`src/rtl/rgb555_to_ir_seq_pkg.sv`:
```
// Shared definitions for the RGB555 to IR component sequencer: FSM state
// encoding, component index constants and the channel selection helper.
package rgb555_to_ir_seq_pkg;

    // Sequencer states: IDLE waits for a pixel, EMITn presents component n.
    typedef enum logic [1:0] {
        IDLE  = 2'd0,
        EMIT0 = 2'd1,
        EMIT1 = 2'd2,
        EMIT2 = 2'd3
    } stateT;

    // Component index values driven on o_sel.
    localparam logic [1:0] IR1 = 2'd0;
    localparam logic [1:0] IR2 = 2'd1;
    localparam logic [1:0] IR3 = 2'd2;

    localparam int PIX_W  = 16;
    localparam int COMP_W = 5;
    localparam int DATA_W = 16;

    // Pick the 5-bit channel for a component index. G is always in the
    // middle; swapRb exchanges which of R/B comes first.
    function automatic logic [COMP_W-1:0] pickComponent(
        input logic [PIX_W-1:0] pix,
        input logic [1:0]       sel,
        input logic             swapRb
    );
        logic [COMP_W-1:0] red;
        logic [COMP_W-1:0] green;
        logic [COMP_W-1:0] blue;
        red   = pix[4:0];
        green = pix[9:5];
        blue  = pix[14:10];
        case (sel)
            IR1:     pickComponent = swapRb ? blue : red;
            IR2:     pickComponent = green;
            IR3:     pickComponent = swapRb ? red : blue;
            default: pickComponent = '0;
        endcase
    endfunction

endpackage

```
`src/rtl/rgb555_to_ir_seq_m5to16.sv`:
```
// Expands a 5-bit unsigned colour component into a non-negative signed
// 16-bit value (c * 128). Dividing by 128 and clamping to 0..31 recovers c.
module m5to16 (
    input  logic [4:0]  i_comp,
    output logic [15:0] o_data
);

    // Sign bit and headroom are zero, component sits at bits [11:7].
    assign o_data = {1'b0, 3'b000, i_comp, 7'b0000000};

endmodule

```
`src/rtl/rgb555_to_ir_seq.sv`:
```
// Serialises one RGB555 pixel into three expanded components (IR1..IR3).
//
// Handshake: an input pixel transfers on a rising edge where i_valid and
// o_ready are both high and i_clear is low; an output component transfers
// on a rising edge where o_valid and i_ready are both high and i_clear is
// low. o_sel/o_data/o_mask/o_last are stable while o_valid && !i_ready.
module rgb555_to_ir_seq
    import rgb555_to_ir_seq_pkg::*;
#(
    parameter bit SWAP_RB = 1'b0
) (
    input  logic        clk,
    input  logic        i_nRst,
    input  logic        i_clear,
    input  logic        i_valid,
    output logic        o_ready,
    input  logic [15:0] i_pix,
    output logic        o_valid,
    input  logic        i_ready,
    output logic [1:0]  o_sel,
    output logic [15:0] o_data,
    output logic        o_mask,
    output logic        o_last,
    output stateT       o_dbgState
);

    stateT             state;
    stateT             nextState;
    logic [PIX_W-1:0]  pixReg;
    logic [PIX_W-1:0]  nextPix;
    logic [1:0]        nextSel;
    logic [COMP_W-1:0] nextComp;
    logic [DATA_W-1:0] nextData;

    // State and held-pixel register.
    always_ff @(posedge clk or negedge i_nRst) begin
        if (!i_nRst) begin
            state  <= IDLE;
            pixReg <= '0;
        end else begin
            state  <= nextState;
            pixReg <= nextPix;
        end
    end

    // Next-state and held-pixel selection; clear overrides everything.
    always_comb begin
        nextState = state;
        nextPix   = pixReg;
        if (i_clear) begin
            nextState = IDLE;
            nextPix   = '0;
        end else begin
            case (state)
                IDLE: begin
                    if (i_valid) begin
                        nextState = EMIT0;
                        nextPix   = i_pix;
                    end
                end
                EMIT0: if (i_ready) nextState = EMIT1;
                EMIT1: if (i_ready) nextState = EMIT2;
                EMIT2: begin
                    if (i_ready) begin
                        if (i_valid) begin
                            nextState = EMIT0;
                            nextPix   = i_pix;
                        end else begin
                            nextState = IDLE;
                        end
                    end
                end
                default: nextState = IDLE;
            endcase
        end
    end

    // Handshake outputs and the component index for the coming cycle.
    always_comb begin
        o_ready  = i_nRst && ((state == IDLE) ||
                              ((state == EMIT2) && i_ready && !i_clear));
        o_valid  = (state != IDLE);
        case (nextState)
            EMIT1:   nextSel = IR2;
            EMIT2:   nextSel = IR3;
            default: nextSel = IR1;
        endcase
        nextComp = pickComponent(nextPix, nextSel, SWAP_RB);
    end

    m5to16 u_m5to16 (
        .i_comp (nextComp),
        .o_data (nextData)
    );

    // Registered component outputs, aligned with the state register.
    always_ff @(posedge clk or negedge i_nRst) begin
        if (!i_nRst) begin
            o_sel  <= IR1;
            o_data <= '0;
            o_mask <= 1'b0;
            o_last <= 1'b0;
        end else begin
            o_sel  <= nextSel;
            o_data <= (nextState == IDLE) ? '0 : nextData;
            o_mask <= nextPix[15];
            o_last <= (nextState == EMIT2);
        end
    end

    assign o_dbgState = state;

endmodule

```
`config.mk`:
```
export PLATFORM = sky130hd
export DESIGN_NAME = rgb555_to_ir_seq
export DESIGN_NICKNAME = d
export VERILOG_FILES = /design/src/rtl/rgb555_to_ir_seq_pkg.sv /design/src/rtl/rgb555_to_ir_seq_m5to16.sv /design/src/rtl/rgb555_to_ir_seq.sv
export SDC_FILE = /design/constraint.sdc
export NUM_CORES = 1
export LEC_CHECK = 0
export ABC_CLOCK_PERIOD_IN_PS = 5080
export CORE_MARGIN = 4
export CORE_UTILIZATION = 49
export DETAILED_ROUTE_END_ITERATION = 10
export PLACE_DENSITY_LB_ADDON = 0.12
export REMOVE_ABC_BUFFERS = 1
export SYNTH_ARGS = -nofsm -noshare
export SYNTH_HDL_FRONTEND = slang
export SYNTH_SLANG_ARGS = --single-unit
```
`constraint.sdc`:
```
create_clock -name clk -period 5.08 [get_ports clk]
set_input_delay 0.508 -clock clk [delete_from_list [all_inputs] [get_ports clk]]
set_output_delay 0.508 -clock clk [all_outputs]
set_load 0.01 [all_outputs]
```
==> Word-level counts from Yosys, hierarchy flattened <==
Cells that the tools add are included.
Widths: inputs -> output; s select.
{ "totals": {"regBits": 34, "inputBits": 21, "out_inout_bits": 24, "word_cells": 36} }
{ "op_classes": {"n_eq_ne": 7, "n_mux": 14, "reduce_logical": 9} }
{ "ops": {"columns": ["op", "count"], "rows": [
  ["$mux 16", 3],
  ["$pmux 16 s2", 1],
  ["$pmux 5 s3", 1],
  ["$mux 12", 1],
  ["$eq 2x2->1 const B", 5],
  ["$mux 2", 5],
  ["$pmux 2 s4", 1],
  ["$logic_not 2->1", 3],
  ["$eq 2x1->1 const B", 2],
  ["$pmux 2 s2", 1],
  ["$logic_and 1x1->1", 3],
  ["$reduce_bool 2->1", 1],
  ["$logic_not 1->1", 1],
  ["$logic_or 1x1->1", 1],
  ["$mux 1", 1]
]} }

==> Logic depth before layout (Yosys ltp) <==
Gate-level depths: netlist of run 1.
{ "logic_depth": {"depth_word": 9, "mapped_depth": 9, "ltp_nobuf": 8} }

==> Hierarchy <==
Synthesis of run 1 repeated with hierarchy kept, for this count alone.
{ "hier_totals": {"hier_cells": 179, "hier_area_um2": 1868.0} }
{ "modules_own_cells": {"columns": ["mod", "instances", "cells_per_inst", "area_each_um2", "seq_area_each_um2"], "rows": [
  ["rgb555_to_ir_seq", 1, 162, 1744.2, 900.9],
  ["m5to16", 1, 17, 123.9, 0.0]
]} }

==> Worst setup path after synthesis of run 1 <==
No wires, ideal clock.
{ "synth_path": {"kind": "register to register", "startpoint": "register state[0] (netlist: o_dbgState[0])", "endpoint": "register o_data[7]", "setup_ns": 0.122, "t_arrival_ns": 2.025, "required_time_ns": 4.958, "slack_ns": 2.934, "stages_incl_launch_ff": 8, "n_path_buf": 1, "period_less_slack_ns": 2.146, "path_cell_list": "dfrtp_1 > inv_1 > ha_1 > buf_2 > o311a_4 > a22o_1 > or2b_1 > a32o_1"} }
{ "synth_between": {"elab_cells_between_ends": 21, "classes_between": "eq/ne: 7; mux: 11; reduce/logical: 3"} }
{ "synth_lines": {"columns": ["item", "line_no", "text"], "rows": [
  ["start: declaration", "rgb555_to_ir_seq.sv:27", "stateT state;"],
  ["start signal: assignment", "rgb555_to_ir_seq.sv:41", "state <= nextState;"],
  ["$eq 2x2->1 / $logic_not 2->1 (equally long branches)", "rgb555_to_ir_seq.sv:54", "case (state)"],
  ["$pmux 16 s2 *", "rgb555_to_ir_seq.sv:54", null],
  ["$mux 16 *", "rgb555_to_ir_seq.sv:50", "if (i_clear) begin"],
  ["via nextPix[0]", "rgb555_to_ir_seq.sv:30", "logic [PIX_W-1:0] nextPix;"],
  ["$pmux 5 s3 *", "rgb555_to_ir_seq_pkg.sv:35", "case (sel)"],
  ["$mux 12 *", "rgb555_to_ir_seq.sv:105", "o_data <= (nextState == IDLE) ? '0 : nextData;"],
  ["end signal: assignment", "rgb555_to_ir_seq.sv:105", null],
  ["end: declaration", "rgb555_to_ir_seq.sv:21", "output logic [15:0] o_data,"]
]} }
Mark *: on every way through the listed nets, which the timed path passes. The rest lies on a longest branch.

==> Final worst setup path of run 1 <==
{ "layout_path": {"startpoint": "input port i_clear", "endpoint": "output port o_ready"} }
{ "layout_between": {"elab_chain_cells": 4} }
{ "layout_lines": {"columns": ["item", "line_no", "text"], "rows": [
  ["start: declaration", "rgb555_to_ir_seq.sv:14", "input logic i_clear,"],
  ["$logic_not 1->1", "rgb555_to_ir_seq.sv:81", "((state == EMIT2) && i_ready && !i_clear));"],
  ["$logic_and 1x1->1", "rgb555_to_ir_seq.sv:81", null],
  ["$logic_or 1x1->1", "rgb555_to_ir_seq.sv:80", "o_ready = i_nRst && ((state == IDLE) ||"],
  ["$logic_and 1x1->1", "rgb555_to_ir_seq.sv:80", null],
  ["end: declaration", "rgb555_to_ir_seq.sv:16", "output logic o_ready,"]
]} }
No other way between the ends.

==> results_dict.tcl, run 1 <==
set metrics [dict create \
    crit_slowest_cell "clkdlybuf4s50_1" \
    htree_levels 1 \
    synth_top_family_by_area "compound AO/OA/AOI/OAI gates" \
    cp_common_cell "clkdlybuf4s50_1" \
    hold_class "flip-flop to flip-flop" \
    synthAdderAreaFrac 0.0528 \
    first_pass_iters 4 \
    postCtsResizedCells 0 \
    muxShareOfSynthArea 0.00792 \
    antenna_found_initial 0 \
    final_common_cell "clkdlybuf4s50_1" \
    cellInternalPower_uw 469 \
    holdPathStages 1 \
    antenna_left 0 \
    initial_utilization 0.515 \
    rsz0062_at_grt "no" \
    fin_crit_ps 2810 \
    whs_ps 511 \
    numCtsBuffers 3 \
    nets 191 \
    syn-cell-area_sq_um 1420 \
    end_kind "output pin" \
    clkTransAtPathRegs_ps 140 \
    clock_sinks 25 \
    die-area_sq_um 3830 \
    drc 0 \
    power_density_nw_per_um2 450 \
    path_cells "clkdlybuf4s50_1 -> inv_1 -> a31oi_1 -> nor2b_1 -> clkdlybuf4s50_1" \
    clk_latency_ps 320 \
    path_max_fanout 12 \
    dp_hpwl_um 2360 \
    p_clk_frac 0.118 \
    via_per_inst 5.87 \
    layout-drive-gt1-share 0.0798 \
    slew_headroom 0.601 \
    worst_pin_slew_ps 596 \
    yosys.area_share.simple 0.121 \
    synth_xor_area_frac 0 \
    grt_pass1_vias 1097 \
    grt_pass1_wl_um 5040 \
    ios 45 \
    post_cts_buffers 0 \
    combPwrFrac 0.531 \
    die_width_um 61.9 \
    setup_violations 0 \
    slew_viol_final 0 \
    critPathLaunchType "input port" \
    crit_required_ps 4570 \
    areaGrowthSynthToFinish_pct 23.5 \
    grt_max_degree 27 \
    core_area_sq_um 2760 \
    synthCells 130 \
    clockBufferDepth 2 \
    synth.avg_cell_area_sq_um 10.9 \
    ir_worst_vdd_uv 294 \
    antennaDiodeCount 0 \
    p_leak_nw 0.813 \
    hold_buffers 0 \
    power_frac_seq 0.351 \
    cp.arrival_ps 2300 \
    fin_skew_ps 9.04 \
    num_vias 1138 \
    power_switching_uw 320 \
    drtIter0Drc 76 \
    reg2regPathDepth 7 \
    row_count 19 \
    finalHoldViolCount 0 \
    yosys_register_bits 25 \
    final_cell_mix "clkdlybuf4s50_1 (33), dfrtp_1 (25), conb_1 (11)" \
    yosysWarnings 0 \
    io_buffers 33 \
    clock-root-buffer "clkbuf_4" \
    seq_area_frac_synth 0.440 \
    routabilityCongestion 0.844 \
    outcome "completed" \
    max_freq_mhz 356 \
    switching_share 0.406 \
    fin_crit_sh 0.553 \
    grt-ovfl-total 0 \
    fin_setup_tns_ps 0 \
    routed_wl_um 3170 \
    slowest_delay_ps 850 \
    grt_use_total 0.179 \
    maxCapViolCount 0 \
    synth-compound-area-share 0.276 \
    cts_tree "built" \
    chipHeight_um 61.9 \
    netlist-cell-type-count 39 \
    worstSetupPathType "input port to output pin" \
    routedWlPerCell_um 16.3 \
]
## power by group through the flow
stage	sequential [mW]	combinational (mW)	clock, mW
CTS	0.277	0.420	0.0984
global placement	0.278	0.408	0
finish	0.277	0.419	0.0932
global route	0.283	0.462	0.105
detailed placement	0.281	0.418	0
floorplan	0.285	0.271	0
## kinds of logic (layout without fill, tap and decap cells)
family          after synthesis  in the layout
compound gates               43             43
simple gates                 31             31
flops                        25             25
buf+inv                      23             46
fa+ha+maj                     6              6
other cells                   1             11
mux                           1              1
## worst paths after layout
check	end	startpoint	slack, ps
max in group asynchronous	pixReg[4]	i_nRst	4300
max reg2reg	o_data[9]	o_dbgState[0]	2820
min reg2reg	pixReg[3]	pixReg[3]	510
min	pixReg[3]	pixReg[3]	510
max	o_ready	i_clear	2270
min in group asynchronous	o_data[9]	i_nRst	530
## critical path, delay by kind of cell
kind            cells  cell delay [ps]
compound gates      1              210
buf+inv             3             1530
simple gates        1               60
## registers in the layout, summed over array words and instances, names as in the netlist
signal	flops
pixReg	15
o_data	5
o_dbgState	2
o_last	1
o_mask	1
o_sel	1
## final cells by class
cell class / instances / area [sq um]
timing repair buffer: 34 / 338
tap: 31 / 38.8
clock buffer: 3 / 22.5
sequential: 25 / 626
fill: 224 / 1000
multi-input combinational: 92 / 692
clock inverter: 1 / 8.76
inverter: 8 / 30.0
## through the flow
step / utilization / power, mW / area, sq um / std cells / setup WS, ps
3_5_place_dp: 0.625 / 0.699 / 1720 / 190 / 2290
3_3_place_gp: 0.625 / 0.686 / 1720 / 190 / 2310
2_1_floorplan: - / 0.556 / 1350 / 125 / 2950
5_1_grt: 0.637 / 0.850 / 1760 / 194 / 2190
6_report: 0.637 / 0.790 / 1760 / 194 / 2270
4_1_cts: 0.637 / 0.795 / 1760 / 194 / 2280
## cells in the mapped netlist
library cell  count  share of area
a221o_1           3          0.021
a22oi_1           1         0.0053
buf_2             2         0.0070
conb_1            1         0.0026
o21a_1            2          0.011
o221ai_1          6          0.037
mux2_2            1         0.0079
o21ai_0           1         0.0035
a31oi_1           1         0.0044
o22ai_1           1         0.0044
nand2_1           8          0.021
nand2b_1          1         0.0044
and2_1            1         0.0044
a32o_1            4          0.028
nand3_1           4          0.014
a221oi_4          1          0.018
a2111oi_4         1          0.019
or2b_1            2          0.011
nor3_1            1         0.0035
a22o_1            9          0.055
or3_1             1         0.0044
buf_6             1         0.0079
nor4_4            1          0.015
o31a_1            1         0.0062
o22a_1            1         0.0062
and2b_2           1         0.0062
a2bb2oi_1         1         0.0062
a21o_1            1         0.0053
inv_1             6          0.016
o311a_4           1          0.015
inv_2             2         0.0053
a21oi_1           7          0.025
nor2_1            7          0.018
nand3b_1          1         0.0053
buf_4            12          0.063
nor2b_1           3          0.013
o21bai_1          1         0.0053
dfrtp_1          25           0.44
ha_1              6          0.053
## routing by layer
metal | share of wire | GRT usage | up-vias | routed length (um)
met3 | 0.10 | 0.0413 | 4 | 327
met4 | 0.0047 | 0.0515 | 0 | 15
met1 | 0.41 | 0.243 | 543 | 1300
li1 | - | - | 528 | -
met5 | 0 | 0 | - | 0
met2 | 0.48 | 0.286 | 63 | 1530
No activity file was read; power rests on OpenSTA's default activity.
==> run 2: changes to the inputs <==
ABC_CLOCK_PERIOD_IN_PS = 2700   (was 5080)
CORE_UTILIZATION = 46   (was 49)
clock period = 2.7 ns   (was 5.08 ns; I/O delays follow)
==> run 2 against run 1 <==
  * Power is 89% higher
  * Clock power is 86% higher
  * Sequential cell count stayed put
  * Combinational power is 91% higher
  * Clock-buffer cell count stayed put
  * Setup slack worse by 1900 ps
  * Utilization is 1.6 points lower
  * Cell area is 0.78% higher
  * Final cell count is 1.0% higher
  * Register-to-register slack worse by 2400 ps
  * Die area is 5.7% higher
  * Highest routed layer unchanged
==> results_dict.tcl, run 2 (synthesis results as in run 1) <==
set metrics [dict create \
    outcome "completed" \
    num_vias 1133 \
    slew_viol_final 0 \
    grt_max_degree 26 \
    path_buf_inv 1 \
    slowest_delay_ps 480 \
    core_area_sq_um 2850 \
    p_leak_nw 0.819 \
    ios 45 \
    antennaDiodeCount 0 \
    nets 193 \
    critPathLaunchType "flip-flop" \
    r2r_start "o_dbgState[0]" \
    initial_utilization 0.498 \
    reg2regPathDepth 7 \
    crit_slowest_cell "or3_1" \
    path_cells "inv_1 -> ha_1 -> nor2_1 -> a2bb2oi_1 -> or3_1 -> nor2_1 -> a22o_1" \
    pre_cts_slack_ps 378 \
    fin_crit_sh 0.856 \
    power_density_nw_per_um2 845 \
    max_freq_mhz 433 \
    areaGrowthSynthToFinish_pct 24.5 \
    layout-drive-gt1-share 0.0909 \
    row_count 19 \
    rsz0062_at_grt "no" \
    htree_levels 1 \
    ir_worst_vdd_uv 458 \
    antenna_found_initial 0 \
    cts_tree "built" \
    r2r_setup_slack_ps 390 \
    routedWlPerCell_um 16.5 \
    numCtsBuffers 3 \
    via_per_inst 5.78 \
    maxCapViolCount 0 \
    setup_violations 0 \
    drc 0 \
    nFillCells 249 \
    grt_pass1_vias 1110 \
    fin_setup_tns_ps 0 \
    routed_wl_um 3230 \
    post_cts_buffers 0 \
    clk_latency_ps 320 \
    slew_headroom 0.627 \
    die-area_sq_um 4040 \
    first_pass_iters 4 \
    clkTransAtPathRegs_ps 150 \
    hold_class "input port to async pin" \
    io_buffers 33 \
    postCtsResizedCells 0 \
    final_common_cell "clkdlybuf4s50_1" \
    worst_r2r_endpoint "o_data[8]" \
    finalHoldViolCount 0 \
    largest_register_ffs 15 \
    multi_input_area_sq_um 692 \
    worst_pin_slew_ps 555 \
    path_max_fanout 10 \
    grt_use_total 0.168 \
    clock-root-buffer "clkbuf_4" \
    end_kind "flip-flop" \
    chipHeight_um 63.6 \
    fin_skew_ps 8.86 \
    fin_crit_ps 2310 \
    antenna_left 0 \
    regArea_sq_um 626 \
    drtIter0Drc 42 \
    hold_buffers 0 \
    clock_sinks 25 \
    grt-ovfl-total 0 \
    crit_family "simple AND/OR/NAND/NOR gates" \
    crit_required_ps 2960 \
    clockBufferDepth 2 \
    dp_hpwl_um 2410 \
    final_cell_mix "clkdlybuf4s50_1 (33), dfrtp_1 (25), conb_1 (11)" \
    worstSetupPathType "flip-flop to flip-flop" \
    routabilityCongestion 0.916 \
    grt_pass1_wl_um 5400 \
    layout_setup_ws_ps 389 \
    cp_common_cell "nor2_1" \
    top_register "pixReg" \
    cp.arrival_ps 2570 \
    die_width_um 63.6 \
]
==> run 2: cell count changes in the layout (fill, tap and decap cells not counted) <==
| cell | delta |
|---|---|
| inv_6 | -1 |
| clkinvlp_4 | +1 |
| buf_4 | +2 |
==> run 2: worst max path at each step <==
stage / startpoint / to / slack, ps / depth (start not counted)
5_1_grt: o_dbgState[0] / o_data[8] / 240 / 7
6_report: o_dbgState[0] / o_data[8] / 390 / 7
4_1_cts: o_dbgState[0] / o_ready / 410 / 5
2_1_floorplan: o_dbgState[0] / o_data[7] / 570 / 6
3_3_place_gp: i_ready / o_data[8] / 410 / 6
3_5_place_dp: i_ready / o_data[8] / 380 / 6
==> run 2: per-layer routing <==
metal	track usage	vias to the layer above	part of all wire
li1	-	529	-
met1	0.232	557	0.48
met2	0.265	43	0.46
met3	0.0266	4	0.056
met4	0.0593	0	0.0081
met5	0	-	0
==> run 2: metrics by stage <==
stage / power (mW) / cell area (sq um) / hold slack, ps / utilization / cells
3_3_place_gp: 1.31 / 1740 / 484 / 0.610 / 192
4_1_cts: 1.51 / 1770 / 339 / 0.620 / 196
5_1_grt: 1.60 / 1770 / 359 / 0.620 / 196
2_1_floorplan: 1.05 / 1350 / -25.6 / - / 125
6_report: 1.49 / 1770 / 327 / 0.620 / 196
3_5_place_dp: 1.33 / 1740 / 481 / 0.610 / 192
==> run 2: layout make-up <==
cell class	count	share of cell area
Clock buffer	3	0.0127
Clock inverter	1	0.00424
Inverter	8	0.0170
Multi-Input combinational cell	92	0.391
Sequential cell	25	0.354
Tap cell	31	0.0219
Timing Repair Buffer	36	0.199
==> run 2: power by group <==
| group | total [mW] | internal, mW | switching (mW) | leakage (nW) |
|---|---|---|---|---|
| registers | 0.520 | 0.469 | 0.0518 | 0.341 |
| logic | 0.801 | 0.363 | 0.438 | 0.464 |
| clock network | 0.173 | 0.0566 | 0.117 | 0.0139 |
| total | 1.49 | 0.888 | 0.606 | 0.819 |
